==> config.mk <==
export PLATFORM = sky130hd
export DESIGN_NAME = fetch_sequencer
export DESIGN_NICKNAME = d
export VERILOG_FILES = /design/src/rtl/fetch_sequencer.sv
export SDC_FILE = /design/constraint.sdc
export NUM_CORES = 1
export LEC_CHECK = 0
export ABC_AREA = 1
export CORE_MARGIN = 8
export CORE_UTILIZATION = 45
export DETAILED_ROUTE_END_ITERATION = 12
export PLACE_DENSITY = 0.79
export SETUP_SLACK_MARGIN = 0.15
export SKIP_LAST_GASP = 1
export SLEW_MARGIN = 20
export SYNTH_ARGS = -nofsm -noshare
export SYNTH_HDL_FRONTEND = slang
export SYNTH_SLANG_ARGS = --single-unit
==> constraint.sdc <==
create_clock -name clock -period 3.2 [get_ports clock]
set_input_delay 0.32 -clock clock [delete_from_list [all_inputs] [get_ports clock]]
set_output_delay 0.32 -clock clock [all_outputs]
set_load 0.05 [all_outputs]
==> src/rtl/fetch_sequencer.sv <==
// fetch_sequencer: PC register, next-PC selection and fetch bookkeeping for the
// single-cycle MIPS datapath.
//
// Holds the PC, selects the next PC from sequential / branch / jump / jump-register
// paths (priority jump_reg > jump > branch_taken > sequential), honours stall,
// halts on the all-zero instruction and counts accepted instructions.
//
// Optional feature (macro FETCH_RAS_EN): RAS_DEPTH-entry circular return-address
// stack. JAL pushes pc+4, JR $ra pops it when the stack is non-empty.
//
// Ports:
//   clock, reset          rising-edge clock, asynchronous active-high reset
//   stall                 hold PC, state and counters this cycle
//   branch_taken/imm      PC-relative branch, signed word offset
//   jump/jump_link/index  J/JAL with 26-bit target field
//   jump_reg/ret/addr     JR (JR $ra when jump_ret) with register target
//   inst_in               instruction read at pc
//   pc, pc_plus4          current PC and its link value
//   inst_out, inst_valid  instruction to decode and its valid flag
//   halted                sequencer stopped on a zero instruction
//   misaligned            sticky: JR target had nonzero low bits
//   fetch_count           saturating count of accepted instructions
//   ras_overflow          sticky: push onto a full return-address stack
module fetch_sequencer #(
    parameter int unsigned ADDR_W    = 32,
    parameter int unsigned DATA_W    = 32,
    parameter logic [31:0] RESET_PC  = 32'h0040_0000,
    parameter int unsigned CNT_W     = 16,
    parameter int unsigned RAS_DEPTH = 4
) (
    input  logic              clock,
    input  logic              reset,
    input  logic              stall,
    input  logic              branch_taken,
    input  logic [15:0]       branch_imm,
    input  logic              jump,
    input  logic              jump_link,
    input  logic [25:0]       jump_index,
    input  logic              jump_reg,
    input  logic              jump_ret,
    input  logic [ADDR_W-1:0] jump_reg_addr,
    input  logic [DATA_W-1:0] inst_in,
    output logic [ADDR_W-1:0] pc,
    output logic [ADDR_W-1:0] pc_plus4,
    output logic [DATA_W-1:0] inst_out,
    output logic              inst_valid,
    output logic              halted,
    output logic              misaligned,
    output logic [CNT_W-1:0]  fetch_count,
    output logic              ras_overflow
);

    typedef enum logic [0:0] {StRun, StHalted} state_e;

    localparam logic [ADDR_W-1:0] ResetPc = ADDR_W'(RESET_PC);
    // Bits replaced by the J-format target; upper bits come from pc+4.
    localparam logic [ADDR_W-1:0] JumpMask = ADDR_W'(28'hFFF_FFFF);

    state_e             state_q, state_d;
    logic [ADDR_W-1:0]  pc_q, pc_d;
    logic [CNT_W-1:0]   cnt_q, cnt_d;
    logic               mis_q, mis_d;

    logic               run_ok, nonzero, accept;
    logic [ADDR_W-1:0]  jr_tgt, j_tgt, br_tgt, br_off;
    logic               ras_hit, ras_push, ras_pop;
    logic [ADDR_W-1:0]  ras_top;

    assign nonzero    = |inst_in;
    assign run_ok     = (state_q == StRun) && !stall;
    assign accept     = run_ok && nonzero;

    assign pc          = pc_q;
    assign pc_plus4    = pc_q + ADDR_W'(4);
    assign inst_out    = inst_in;
    assign inst_valid  = accept && !reset;
    assign halted      = (state_q == StHalted);
    assign misaligned  = mis_q;
    assign fetch_count = cnt_q;

    assign jr_tgt = {jump_reg_addr[ADDR_W-1:2], 2'b00};
    assign j_tgt  = (pc_plus4 & ~JumpMask) | ADDR_W'({jump_index, 2'b00});
    assign br_off = {{(ADDR_W-18){branch_imm[15]}}, branch_imm, 2'b00};
    assign br_tgt = pc_plus4 + br_off;

    always_comb begin
        state_d  = state_q;
        pc_d     = pc_q;
        cnt_d    = cnt_q;
        mis_d    = mis_q;
        ras_push = 1'b0;
        ras_pop  = 1'b0;
        if (run_ok) begin
            if (!nonzero) begin
                state_d = StHalted;
            end else begin
                if (cnt_q != '1) cnt_d = cnt_q + CNT_W'(1);
                if (jump_reg) begin
                    if (ras_hit) begin
                        pc_d    = ras_top;
                        ras_pop = 1'b1;
                    end else begin
                        pc_d = jr_tgt;
                        if (|jump_reg_addr[1:0]) mis_d = 1'b1;
                    end
                end else if (jump) begin
                    pc_d     = j_tgt;
                    ras_push = jump_link;
                end else if (branch_taken) begin
                    pc_d = br_tgt;
                end else begin
                    pc_d = pc_plus4;
                end
            end
        end
    end

    always_ff @(posedge clock or posedge reset) begin
        if (reset) begin
            state_q <= StRun;
            pc_q    <= ResetPc;
            cnt_q   <= '0;
            mis_q   <= 1'b0;
        end else begin
            state_q <= state_d;
            pc_q    <= pc_d;
            cnt_q   <= cnt_d;
            mis_q   <= mis_d;
        end
    end

`ifdef FETCH_RAS_EN
    localparam int unsigned PtrW = (RAS_DEPTH > 1) ? $clog2(RAS_DEPTH) : 1;

    logic [ADDR_W-1:0] ras_mem_q [RAS_DEPTH];
    logic [PtrW-1:0]   ras_sp_q;   // next slot to write; top of stack is sp-1
    logic [PtrW:0]     ras_cnt_q;
    logic              ras_ovf_q;

    assign ras_hit      = jump_ret && (ras_cnt_q != '0);
    assign ras_top      = ras_mem_q[ras_sp_q - PtrW'(1)];
    assign ras_overflow = ras_ovf_q;

    // Circular: a push when full lands on the oldest entry and the depth stays full.
    always_ff @(posedge clock or posedge reset) begin
        if (reset) begin
            for (int i = 0; i < int'(RAS_DEPTH); i++) ras_mem_q[i] <= '0;
            ras_sp_q  <= '0;
            ras_cnt_q <= '0;
            ras_ovf_q <= 1'b0;
        end else if (ras_push) begin
            ras_mem_q[ras_sp_q] <= pc_plus4;
            ras_sp_q            <= ras_sp_q + PtrW'(1);
            if (ras_cnt_q == (PtrW + 1)'(RAS_DEPTH)) ras_ovf_q <= 1'b1;
            else                                     ras_cnt_q <= ras_cnt_q + (PtrW + 1)'(1);
        end else if (ras_pop) begin
            ras_sp_q  <= ras_sp_q - PtrW'(1);
            ras_cnt_q <= ras_cnt_q - (PtrW + 1)'(1);
        end
    end
`else
    logic unused_ras;

    assign ras_hit      = 1'b0;
    assign ras_top      = '0;
    assign ras_overflow = 1'b0;
    assign unused_ras   = ^{jump_ret, ras_push, ras_pop, RAS_DEPTH[0]};
`endif

endmodule

==> reports/metrics.cfg, run 1 <==
[status]
outcome=completed

[route]
ant_nets=0
initialDrtViolationCount=789
dr.pass1.iters=7
wl_um=25100
drc=0
routedWlPerCell_um=16.7
vias=7800
avgViaCountPerCell=5.17

[sta]
rsz0062_at_grt=yes
fmax_mhz=340
period_needed_ps=2940
final-max-slew-violation-count=0
finalClockSkew_ps=7.76
setup_tns_ps=0
worst_slack_ps=258
hold_viol=0
tightest_slew_ps=713
fin_crit_sh_pct=91.9
setup_violations=0
slew_headroom_pct=52.4

[min_path]
hp-class=input port to async pin

[power]
leakagePower_nw=4.60
vdd_ir_drop_max_v=0.000593
p_int_w=0.00197
seq_power_share_pct=21.5
pwr_density_cell_mw_per_mm2=425
combPwrFrac_pct=62.7
swShare_pct=50.7
clkPwrFrac_pct=15.8
netSwitchingPower_w=0.00203

[floorplanning]
die-width_um=136
coreArea_mm2=0.0139
dieArea_mm2=0.0184
die_h_um=136
io_pins=230
rows=43
start_util_pct=46.3

[synthesis]
ys.flop_type=dfrtp_1
synth_area_mm2=0.00645
async_flop_share_pct=100
yosys_warnings=0
syn_area_per_cell_um2=5.71
ys_seq_elements=48
synth.distinct_cells=41
postSynthCellCount=1129
seq_area_frac_synth_pct=18.7
synth_edf_count=0

[worst_setup_path]
r2r_slack_ps=260
arrival_ps=3120
crit_family=simple AND/OR/NAND/NOR gates
r2r-start=pc[2]$_DFFE_PP0P_
path_max_fanout=5
startpoint_type=register
endpoint_kind=register
cp_slowest_cell=dfrtp_2
cp_num_buf_inv=3
rr_worst_depth=21
cp_cell_sequence=ha_2 > nand2_1 > inv_1 > nand2_2 > nor2_4 > nand2_2 > xor2_4 > ha_4 > nand2_1 > inv_1 > nand2_1 > inv_1 > nand2_1 > nor2_1 > nand2_1 > nand4_1 > nand3_1 > nand2_2 > nand2_1 > nand2_1 > nand2_1
crit_top_cell=nand2_1
path_class=register to register
required_ps=3380
slowest_delay_ps=450
r2r-end=pc[27]$_DFFE_PP0P_

[clock_tree]
htree_levels=2
cts_buffers=5
cts.sinks=48
cts_hold_buf=0
cts_max_path_buffers=2
insertion_delay_ps=300
cts.reportedPaths.clkPinSlew_ps=70
cts_tree=done
clock-root-buffer=clkbuf_16

[finish]
fillers=1225
design_area_mm2=0.00941
mostFrequentLayoutCell=nand2_1
num_antenna_cells=0
area_growth_syn_to_layout_pct=46.0
final_cell_mix=nand2_1, clkdlybuf4s50_1, inv_1, nor2_1, nand3_1
drive_gt1_share_pct=13.7
nets=1481
fin_util_pct=67.5

[placed_design]
dp_slack_ps=46.3
hpwlAfterDp_um=20800
post_dp_cell_area_mm2=0.00879
gp_congestion=0.933
numPortBuffers=222

[grt]
use_met3_pct=7.79
grt_pass1_vias=7553
met2_usage_pct=45.1
grt_max_degree=46
antenna_found_initial=0
overflow=0
busiest_layer=met2
grt_pass1_wl_um=38700
grtUsageMet1_pct=31.0
grt_use_total_pct=26.6

[flow_run]
maxCapViolations=0

flip-flops by register name (all words and copies together), names as in the netlist:
register and flops:
fetch_count 16, misaligned 1, pc 30, halted 1
cells in the mapped netlist, drive strengths merged, types with 4 or more instances:
cell / n / share of area [%]
nor2: 159 / 10
inv: 165 / 9.6
nand3: 82 / 6.4
buf: 45 / 4.9
xor2: 23 / 3.2
o211ai: 5 / 0.58
a21oi: 50 / 3.9
nand4: 20 / 1.9
clkbuf: 11 / 0.64
and2: 6 / 0.62
or2: 4 / 0.39
xnor2: 12 / 1.6
o21ai: 30 / 2.3
o21bai: 5 / 0.58
nand2: 391 / 23
dfrtp: 47 / 18
nor3: 17 / 1.6
ha: 38 / 7.4
timing repair:
| item | CTS | global route |
|---|---|---|
| pin swaps | 1 | 16 |
| setup endpoints to repair | 11 | 22 |
| setup buffers | 0 | 8 |
| gates resized for setup | 9 | 87 |
power groups by stage:
stage	combinational, W	clock, W	sequential [W]
finish	0.00250	0.000633	0.000858
global route	0.00270	0.000667	0.000872
CTS	0.00237	0.000653	0.000851
detailed placement	0.00235	0	0.000859
global placement	0.00232	0	0.000858
floorplan	0.00127	0	0.00115
routing by layer:
layer  vias to the layer above  share of wire [%]
li1                       3885                  -
met5                         -                  0
met3                        44                 11
met1                      3506                 38
met4                         0                2.9
met2                       365                 48
cells by family after synthesis:
logic type	Yosys count	share of synthesized area [%]
AND/OR/NAND/NOR	684	44.8
buffers and inverters	221	15.2
AO/OA/AOI/OAI	101	8.75
flip-flops	48	18.7
adder cells (fa/ha/maj)	39	7.69
XOR/XNOR	35	4.87
other	1	0.0582
worst max path at each step:
stage | to | depth (start not counted) | start | slack (ps)
global placement | pc[24]$_DFFE_PP0P_ | 22 | pc[3]$_DFFE_PP0P_ | 120
finish | pc[27]$_DFFE_PP0P_ | 21 | pc[2]$_DFFE_PP0P_ | 260
floorplan | pc[20]$_DFFE_PP0P_ | 17 | pc[2]$_DFFE_PP0P_ | 140
CTS | pc[31]$_DFFE_PP0P_ | 20 | pc[2]$_DFFE_PP0P_ | 150
global route | pc[30]$_DFFE_PP0P_ | 19 | pc[10]$_DFFE_PP0P_ | 10
detailed placement | pc[29]$_DFFE_PP0P_ | 19 | pc[3]$_DFFE_PP0P_ | 50
area by class of cell:
class                           count  area [um2]  share of cell area, %
Clock buffer                        6         139                   1.48
Clock inverter                      2        38.8                  0.412
Inverter                          165         619                   6.58
Multi-Input combinational cell    864        4770                   50.7
Sequential cell                    48        1230                   13.1
Tap cell                          180         225                   2.39
Timing Repair Buffer              244        2390                   25.4
per-stage QoR:
stage | hold WS [ps] | instances | power [W]
after floorplan | 417 | 1133 | 0.00242
after global placement | 460 | 1493 | 0.00318
after detailed placement | 476 | 1493 | 0.00321
after CTS | 495 | 1501 | 0.00387
after global routing | 497 | 1509 | 0.00424
final | 496 | 1509 | 0.00399
Note: power is estimated with default switching activity, not from simulation.
==> run 2, diff against run 1 <==
--- a/config.mk
+++ b/config.mk
@@ -9,7 +9,7 @@
 export CORE_MARGIN = 8
 export CORE_UTILIZATION = 45
 export DETAILED_ROUTE_END_ITERATION = 12
-export PLACE_DENSITY = 0.79
+export PLACE_DENSITY = 0.91
 export SETUP_SLACK_MARGIN = 0.15
 export SKIP_LAST_GASP = 1
 export SLEW_MARGIN = 20
==> reports/metrics.cfg, run 2 (synthesis results as in run 1) <==
[floorplanning]
rows=43
start_util_pct=46.3
io_pins=230
dieArea_mm2=0.0184
die_h_um=136
coreArea_mm2=0.0139
die-width_um=136

[route]
dr.pass1.iters=7
vias=8212
drc=0
wl_um=27000
routedWlPerCell_um=17.8
avgViaCountPerCell=5.40
ant_nets=0
initialDrtViolationCount=738

[clock_tree]
cts_buffers=5
cts.reportedPaths.clkPinSlew_ps=70
clock-root-buffer=clkbuf_16
cts_tree=done
htree_levels=2
cts.sinks=48
cts_max_path_buffers=2
insertion_delay_ps=290

[flow_run]
maxCapViolations=0

[finish]
largest_register_ff_count=30
drive_gt1_share_pct=14.7
fillers=1143
final_cells=1522
nets=1494
num_antenna_cells=0
area_growth_syn_to_layout_pct=48.3
mostFrequentLayoutCell=nand2_1
final_cell_mix=nand2_1, clkdlybuf4s50_1, inv_1, nor2_1, nand3_1

[worst_setup_path]
path_max_fanout=5
required_ps=2880
path_class=register to output pin
rr_worst_depth=22
startpoint_type=register
arrival_ps=2750
endpoint_kind=output pin

[sta]
final-max-slew-violation-count=0
fmax_mhz=326
period_needed_ps=3070
rsz0062_at_grt=yes
fin_crit_sh_pct=96.0
tightest_slew_ps=810
setup_tns_ps=0
setup_violations=0
slew_headroom_pct=46.0
hold_viol=0
finalClockSkew_ps=4.54

[placed_design]
dp_cells=1493
hpwlAfterDp_um=21500
gp_congestion=0.982
numPortBuffers=222

[grt]
grt_pass1_vias=7737
antenna_found_initial=0
grt_use_total_pct=27.0
grt_max_degree=47
overflow=0
grt_pass1_wl_um=39500

[power]
leakagePower_nw=4.67
netSwitchingPower_w=0.00207
swShare_pct=50.9
seq_power_share_pct=21.3
p_int_w=0.00199
clkPwrFrac_pct=15.5
combPwrFrac_pct=63.1
pwr_density_cell_mw_per_mm2=425
vdd_ir_drop_max_v=0.000562

[min_path]
hp-class=input port to async pin

[status]
outcome=completed

[run 2: per-layer routing]
metal  track usage [%]  routed length (um)
met5                 0                   0
met3              7.05                2780
met4              11.0                1410
met1              29.7                9610
met2              48.1               13200
[run 2: critical path: stages, from the launching register on]
cell and delay (ps):
dfrtp_2 430, ha_1 220, nand2_1 90, inv_1 90
nand2_2 110, nor2_4 170, buf_4 160, xor2_4 220
buf_4 170, clkdlybuf4s50_1 800
[run 2: through the flow]
step                      instance area [um2]  power (W)  hold WS, ps  utilization, %  worst slack (ps)
after floorplan                          6610    0.00242          417               -               142
after global placement                   8790    0.00317          466            63.1               147
after detailed placement                 8790    0.00321          503            63.1              60.0
after CTS                                9000    0.00386          492            64.6               151
after global routing                     9560    0.00427          533            68.6              20.1
final                                    9560    0.00406          476            68.6               129
[run 2: layout make-up]
type	instances	area (um2)	area share, %
multi-input cells	864	4810	50.3
repair buffers	257	2490	26.1
flip-flops and latches	48	1230	12.9
inverters	165	622	6.50
well taps	180	225	2.36
clock buffers	6	139	1.45
clock inverters	2	38.8	0.406
[run 2: power by group through the flow]
stage	clock network [W]	registers (W)	logic (W)
5_1_grt	0.000659	0.000878	0.00273
4_1_cts	0.000637	0.000859	0.00236
3_5_place_dp	0	0.000865	0.00234
3_3_place_gp	0	0.000865	0.00230
6_report	0.000632	0.000866	0.00257
2_1_floorplan	0	0.00115	0.00127
[run 2: worst paths after layout]
check / startpoint / to / slack (ps)
max reg2reg: pc[2]$_DFFE_PP0P_ / pc[26]$_DFFE_PP0P_ / 160
max in group asynchronous: reset / fetch_count[14]$_DFFE_PP0P_ / 2020
min reg2reg: misaligned$_DFFE_PP0P_ / misaligned$_DFFE_PP0P_ / 510
min in group clock: misaligned$_DFFE_PP0P_ / misaligned$_DFFE_PP0P_ / 510
min: reset / pc[8]$_DFFE_PP0P_ / 480
max: pc[2]$_DFFE_PP0P_ / pc_plus4[16] / 130
[run 2: timing repair]
item                                    in CTS  in global routing
setup buffers                                0                 21
pin swaps                                    2                 20
resized for setup                            7                 98
endpoints found under the setup margin      12                 24
hold buffers                                 0                  0
